File: src/rtl/lsu_store_drain_pkg.sv
// rtl/lsu_store_drain_pkg.sv - shared LSU store-drain state encodings and entry field offsets
package lsu_store_drain_pkg;

   typedef enum logic [1:0] {
      ST_IDLE = 2'd0,
      ST_LOAD = 2'd1,
      ST_REQ  = 2'd2,
      ST_RESP = 2'd3
   } drain_state_e;

   // Store-buffer entry layout: {Addr, Data, Mask}
   localparam int ADDR_LSB = 36;
   localparam int DATA_LSB = 4;
   localparam int MASK_LSB = 0;

endpackage

File: src/rtl/lsu_store_drain_if.sv
// rtl/lsu_store_drain_if.sv - store FIFO read side and data-cache write request bundle
interface lsu_store_drain_if #(
   parameter int ENTRYWIDE = 68
);
   logic                 FifoEmpty;
   logic [ENTRYWIDE-1:0] FifoDout;
   logic                 FifoRable;
   logic                 FifoClean;
   logic                 DcReqValid;
   logic                 DcReqReady;
   logic [31:0]          DcReqAddr;
   logic [31:0]          DcReqData;
   logic [3:0]           DcReqMask;
   logic                 DcWrAck;

   modport master (
      input  FifoEmpty, FifoDout, DcReqReady, DcWrAck,
      output FifoRable, FifoClean, DcReqValid, DcReqAddr, DcReqData, DcReqMask
   );

   modport slave (
      output FifoEmpty, FifoDout, DcReqReady, DcWrAck,
      input  FifoRable, FifoClean, DcReqValid, DcReqAddr, DcReqData, DcReqMask
   );
endinterface

File: src/rtl/lsu_store_drain.sv
// rtl/lsu_store_drain.sv - drains the store FIFO into the data cache one store at a time
module lsu_store_drain
   import lsu_store_drain_pkg::*;
#(
   parameter int ENTRYWIDE = 68,
   parameter int CNTWIDE   = 16
) (
   input  logic               Clk,
   input  logic               Rest,
   input  logic               FlushIn,
   lsu_store_drain_if.master  bus,
   output logic               DrainIdle,
   output logic [CNTWIDE-1:0] StoreCnt
);

   drain_state_e         state_q, state_d;
   logic [ENTRYWIDE-1:0] entry;
   logic [31:0]          req_addr;
   logic [31:0]          req_data;
   logic [3:0]           req_mask;
   logic                 abort;

   assign entry = bus.FifoDout;

   // A flush discards the entry unless the cache already took it this cycle
   assign abort = FlushIn &&
                  ((state_q == ST_LOAD) || ((state_q == ST_REQ) && !bus.DcReqReady));

   always_ff @(posedge Clk or negedge Rest) begin
      if (!Rest) begin
         state_q <= ST_IDLE;
      end else begin
         state_q <= state_d;
      end
   end

   always_comb begin
      state_d = state_q;
      case (state_q)
         ST_IDLE: if (!bus.FifoEmpty && !FlushIn) state_d = ST_LOAD;
         ST_LOAD: state_d = FlushIn ? ST_IDLE : ST_REQ;
         ST_REQ: begin
            if (bus.DcReqReady)  state_d = ST_RESP;
            else if (FlushIn)    state_d = ST_IDLE;
         end
         ST_RESP: if (bus.DcWrAck) state_d = ST_IDLE;
         default: state_d = ST_IDLE;
      endcase
   end

   always_comb begin
      bus.FifoRable  = Rest && (state_q == ST_IDLE) && !bus.FifoEmpty && !FlushIn;
      bus.FifoClean  = Rest && FlushIn;
      bus.DcReqValid = (state_q == ST_REQ);
      bus.DcReqAddr  = req_addr & 32'hFFFF_FFFC;
      bus.DcReqData  = req_data;
      bus.DcReqMask  = req_mask;
      DrainIdle      = (state_q == ST_IDLE) && bus.FifoEmpty;
   end

   always_ff @(posedge Clk or negedge Rest) begin
      if (!Rest) begin
         req_addr <= '0;
         req_data <= '0;
         req_mask <= '0;
      end else if (abort) begin
         req_addr <= '0;
         req_data <= '0;
         req_mask <= '0;
      end else if (state_q == ST_LOAD) begin
         req_addr <= entry[ADDR_LSB +: 32];
         req_data <= entry[DATA_LSB +: 32];
         req_mask <= entry[MASK_LSB +: 4];
      end
   end

   // Wraps naturally at 2^CNTWIDE
   always_ff @(posedge Clk or negedge Rest) begin
      if (!Rest) begin
         StoreCnt <= '0;
      end else if ((state_q == ST_RESP) && bus.DcWrAck) begin
         StoreCnt <= StoreCnt + CNTWIDE'(1);
      end
   end

endmodule

File: src/flat_wrapper.sv
// flat-port wrapper written by rule: the top's interface ports become plain ports
module lsu_store_drain_flat import lsu_store_drain_pkg::*;
#(
   parameter int ENTRYWIDE = 68,
   parameter int CNTWIDE   = 16
)
  (Clk, Rest, FlushIn, DrainIdle, StoreCnt, bus_FifoEmpty, bus_FifoDout, bus_DcReqReady, bus_DcWrAck, bus_FifoRable, bus_FifoClean, bus_DcReqValid, bus_DcReqAddr, bus_DcReqData, bus_DcReqMask);
  lsu_store_drain_if #(.ENTRYWIDE(ENTRYWIDE)) bus_i ();
  input  logic Clk;
  input  logic Rest;
  input  logic FlushIn;
  output logic DrainIdle;
  output logic [CNTWIDE-1:0] StoreCnt;
  input wire logic [$bits(bus_i.FifoEmpty)-1:0] bus_FifoEmpty;
  input wire logic [$bits(bus_i.FifoDout)-1:0] bus_FifoDout;
  input wire logic [$bits(bus_i.DcReqReady)-1:0] bus_DcReqReady;
  input wire logic [$bits(bus_i.DcWrAck)-1:0] bus_DcWrAck;
  output wire logic [$bits(bus_i.FifoRable)-1:0] bus_FifoRable;
  output wire logic [$bits(bus_i.FifoClean)-1:0] bus_FifoClean;
  output wire logic [$bits(bus_i.DcReqValid)-1:0] bus_DcReqValid;
  output wire logic [$bits(bus_i.DcReqAddr)-1:0] bus_DcReqAddr;
  output wire logic [$bits(bus_i.DcReqData)-1:0] bus_DcReqData;
  output wire logic [$bits(bus_i.DcReqMask)-1:0] bus_DcReqMask;
  assign bus_i.FifoEmpty = bus_FifoEmpty;
  assign bus_i.FifoDout = bus_FifoDout;
  assign bus_i.DcReqReady = bus_DcReqReady;
  assign bus_i.DcWrAck = bus_DcWrAck;
  assign bus_FifoRable = bus_i.FifoRable;
  assign bus_FifoClean = bus_i.FifoClean;
  assign bus_DcReqValid = bus_i.DcReqValid;
  assign bus_DcReqAddr = bus_i.DcReqAddr;
  assign bus_DcReqData = bus_i.DcReqData;
  assign bus_DcReqMask = bus_i.DcReqMask;
  lsu_store_drain #(.ENTRYWIDE(ENTRYWIDE), .CNTWIDE(CNTWIDE)) u_core (.Clk(Clk), .Rest(Rest), .FlushIn(FlushIn), .bus(bus_i), .DrainIdle(DrainIdle), .StoreCnt(StoreCnt));
endmodule
File: config.mk
export PLATFORM = sky130hd
export DESIGN_NAME = lsu_store_drain_flat
export DESIGN_NICKNAME = d
export VERILOG_FILES = /design/src/rtl/lsu_store_drain_pkg.sv /design/src/rtl/lsu_store_drain_if.sv /design/src/rtl/lsu_store_drain.sv /design/src/flat_wrapper.sv
export SDC_FILE = /design/constraint.sdc
export NUM_CORES = 1
export LEC_CHECK = 0
export CORE_UTILIZATION = 32
export DETAILED_ROUTE_END_ITERATION = 8
export PLACE_DENSITY = 0.73
export REMOVE_ABC_BUFFERS = 1
export SYNTH_ARGS = -nofsm -noshare
export SYNTH_HDL_FRONTEND = slang
export SYNTH_SLANG_ARGS = --single-unit
File: constraint.sdc
create_clock -name Clk -period 1.55 [get_ports Clk]
set_input_delay 0.31 -clock Clk [delete_from_list [all_inputs] [get_ports Clk]]
set_output_delay 0.31 -clock Clk [all_outputs]
set_load 0.02 [all_outputs]
==> flow_summary.ini <==
[worst_hold_path]
worstHoldPathType = in2async

[floorplan]
core_area_mm2 = 0.0103
std_cell_rows = 37
die_area_mm2 = 0.0110
die_x_um = 105
die_y_um = 105
ios = 162
start_util_pct = 32.9

[placement]
port_buffers = 157
pre_cts_ws_ns = -0.450
hpwl_um = 6010
place_congestion = 0.809
dpl_cell_area_mm2 = 0.00521

[cells_and_area]
fin_area_mm2 = 0.00564
layout-drive-gt1-share_pct = 19.6
insertedDiodeCount = 0
layout.nets = 559
fin_util_pct = 54.9
syn_to_final_growth_pct = 66.8

[detailed_routing]
final_antenna_net_count = 0
drt_wl_total_um = 9560
drtPass1Iterations = 4
drt_iter0_drc = 91
drc = 0
viasPerCell = 4.83
wl_per_cell_um = 15.3
vias = 3019

[global_route]
antenna_found_initial = 0
grt_pass1_wl_um = 14100
grt_max_degree = 50
grt_overflow = 0
grt_use_total_pct = 16.1
grt_pass1_vias = 2916

[setup_path]
critPathKind = reg2reg
required_ns = 1.82
start_kind = flop
end_kind = flop
cp_max_fo = 8
crit_arrival_ns = 1.83

[power_and_ir_drop]
irDropWorstVdd_mv = 0.808
p_per_area_mw_per_mm2 = 1750
p_leak_nw = 2.78

[yosys]
avgSynthCellArea_um2 = 11.0
yosysTopAreaCell = dfrtp_1
yosysMostFrequentCell = dfrtp_1
synth_area_leaders = dfrtp_1, nand2_1, a22o_1, a21oi_1, xnor2_1
ys_ff_latch = 84
async_flop_share_pct = 100
synth_edf_count = 0
syn_area_mm2 = 0.00338
ys_seq_area_share_pct = 62.1
synthFlopType = dfrtp_1
synth_cells = 309
synth_top_cells_by_count = dfrtp_1, nand2_1, a21oi_1
netlist.area_leader.share_pct = 62.1
synth.distinct_cells = 31
yosysWarnings = 0

[sta]
rsz0062_at_grt = yes
slew_headroom_pct = 59.9
finalHoldViolations = 0
drv_slew = 0
tightest_slew_ns = 0.601
fin_hold_ws_ns = 0.0269
setup_ws_ns = -0.00721
period_minus_slack_ns = 1.56
finalCritPeriodShare_pct = 100
max_freq_mhz = 642
finalClockSkew_ns = 0.0144
finalSetupViolCount = 4
setup_tns_ns = -0.0146

[clocking]
h-tree-depth = 3
cts_buffer_depth = 2
insertion_delay_ns = 0.35
cts_inserted_buffers = 9
tritoncts = built
clock_sinks = 84
root_buffer = clkbuf_8
path_clk_slew_ns = 0.08

[run_status]
violations = setup timing
status = finished with violations

[job]
maxCapViolations = 0
-- worst paths after layout --
check	start	to	slack (ns)	cells after the start
max in group asynchronous	Rest	u_core.state_q[1]	1.04	2
setup reg to reg	u_core.state_q[1]	u_core.req_addr[23]	-0.007	7
hold / removal	Rest	u_core.state_q[0]	0.03	2
min in group Clk	u_core.StoreCnt[15]	u_core.StoreCnt[15]	0.48	1
setup / recovery	u_core.state_q[1]	u_core.req_addr[23]	-0.007	7
hold reg to reg	u_core.StoreCnt[15]	u_core.StoreCnt[15]	0.48	1
-- critical path: stages (launching register included) --
cell       delay, ns
dfrtp_2         0.43
buf_6           0.13
nor2b_4         0.12
buf_6           0.11
and2_4          0.14
o21a_4          0.26
clkbuf_16       0.18
a21oi_2         0.10
-- cells by family (layout without fill, tap and decap cells) --
kind of cell | Yosys count | after routing | synth area share (%)
simple gates | 109 | 109 | 14.8
flops | 84 | 84 | 62.1
compound gates | 71 | 71 | 14.2
buf+inv | 27 | 206 | 4.25
xor+xnor | 15 | 15 | 3.88
fa+ha+maj | 1 | 1 | 0.370
other cells | 1 | 2 | 0.111
mux | 1 | 1 | 0.333
-- flip-flops by register name (all words and copies together), names as in the netlist --
name                  cells
u_core.StoreCnt          16
u_core.bus.DcReqData     32
u_core.req_addr          30
u_core.bus.DcReqMask      4
u_core.state_q            2
-- per-layer routing --
layer,up-vias,part of all wire [%],GRT usage [%]
li1,1401,-,-
met1,1499,43,19.5
met2,110,49,27.0
met5,-,0,0
met3,9,6.6,5.12
met4,0,1.1,5.84
-- cells in the final DEF (no fill, tap or decap), types with 3 or more instances in the layout --
cell type	netlist	routed
xnor2_1	9	9
clkbuf_16	0	4
buf_12	0	5
nor3_1	8	7
clkbuf_8	0	10
a21oi_2	0	30
nand3_1	3	3
clkdlybuf4s50_1	0	70
a21oi_1	36	5
dfrtp_1	84	82
a22o_1	32	32
nor2_1	4	3
xor2_1	6	6
buf_4	6	18
buf_6	1	4
nand4_1	3	3
nand2_1	77	77
dlygate4sd2_1	0	82
inv_1	4	4
-- timing repair --
action / CTS / global route
hold buffers: 0 / 0
endpoints found under the setup margin: 86 / 72
gates cloned: 0 / 7
pin swaps: 0 / 18
setup buffers: 1 / 3
gates resized for setup: 102 / 48
-- cell type report --
class / instances / area [µm²]
sequential: 84 / 2100
clock inverter: 6 / 70.1
timing repair buffer: 186 / 1820
clock buffer: 10 / 138
inverter: 4 / 15.0
multi-input combinational: 199 / 1320
fill: 913 / 4630
tap: 136 / 170
-- through the flow --
step	cells	power, mW
2_1_floorplan	287	5.61
3_3_place_gp	598	8.03
3_5_place_dp	598	8.11
4_1_cts	615	9.25
5_1_grt	625	10.4
6_report	625	9.85
-- power by group --
part	internal, mW	total (mW)	leakage [nW]	switching [mW]
Sequential	2.94	3.34	1.09	0.398
Clock	0.804	1.61	0.107	0.801
Combinational	2.21	4.91	1.58	2.69
Total	5.96	9.85	2.78	3.89
No activity file was read; power rests on OpenSTA's default activity.
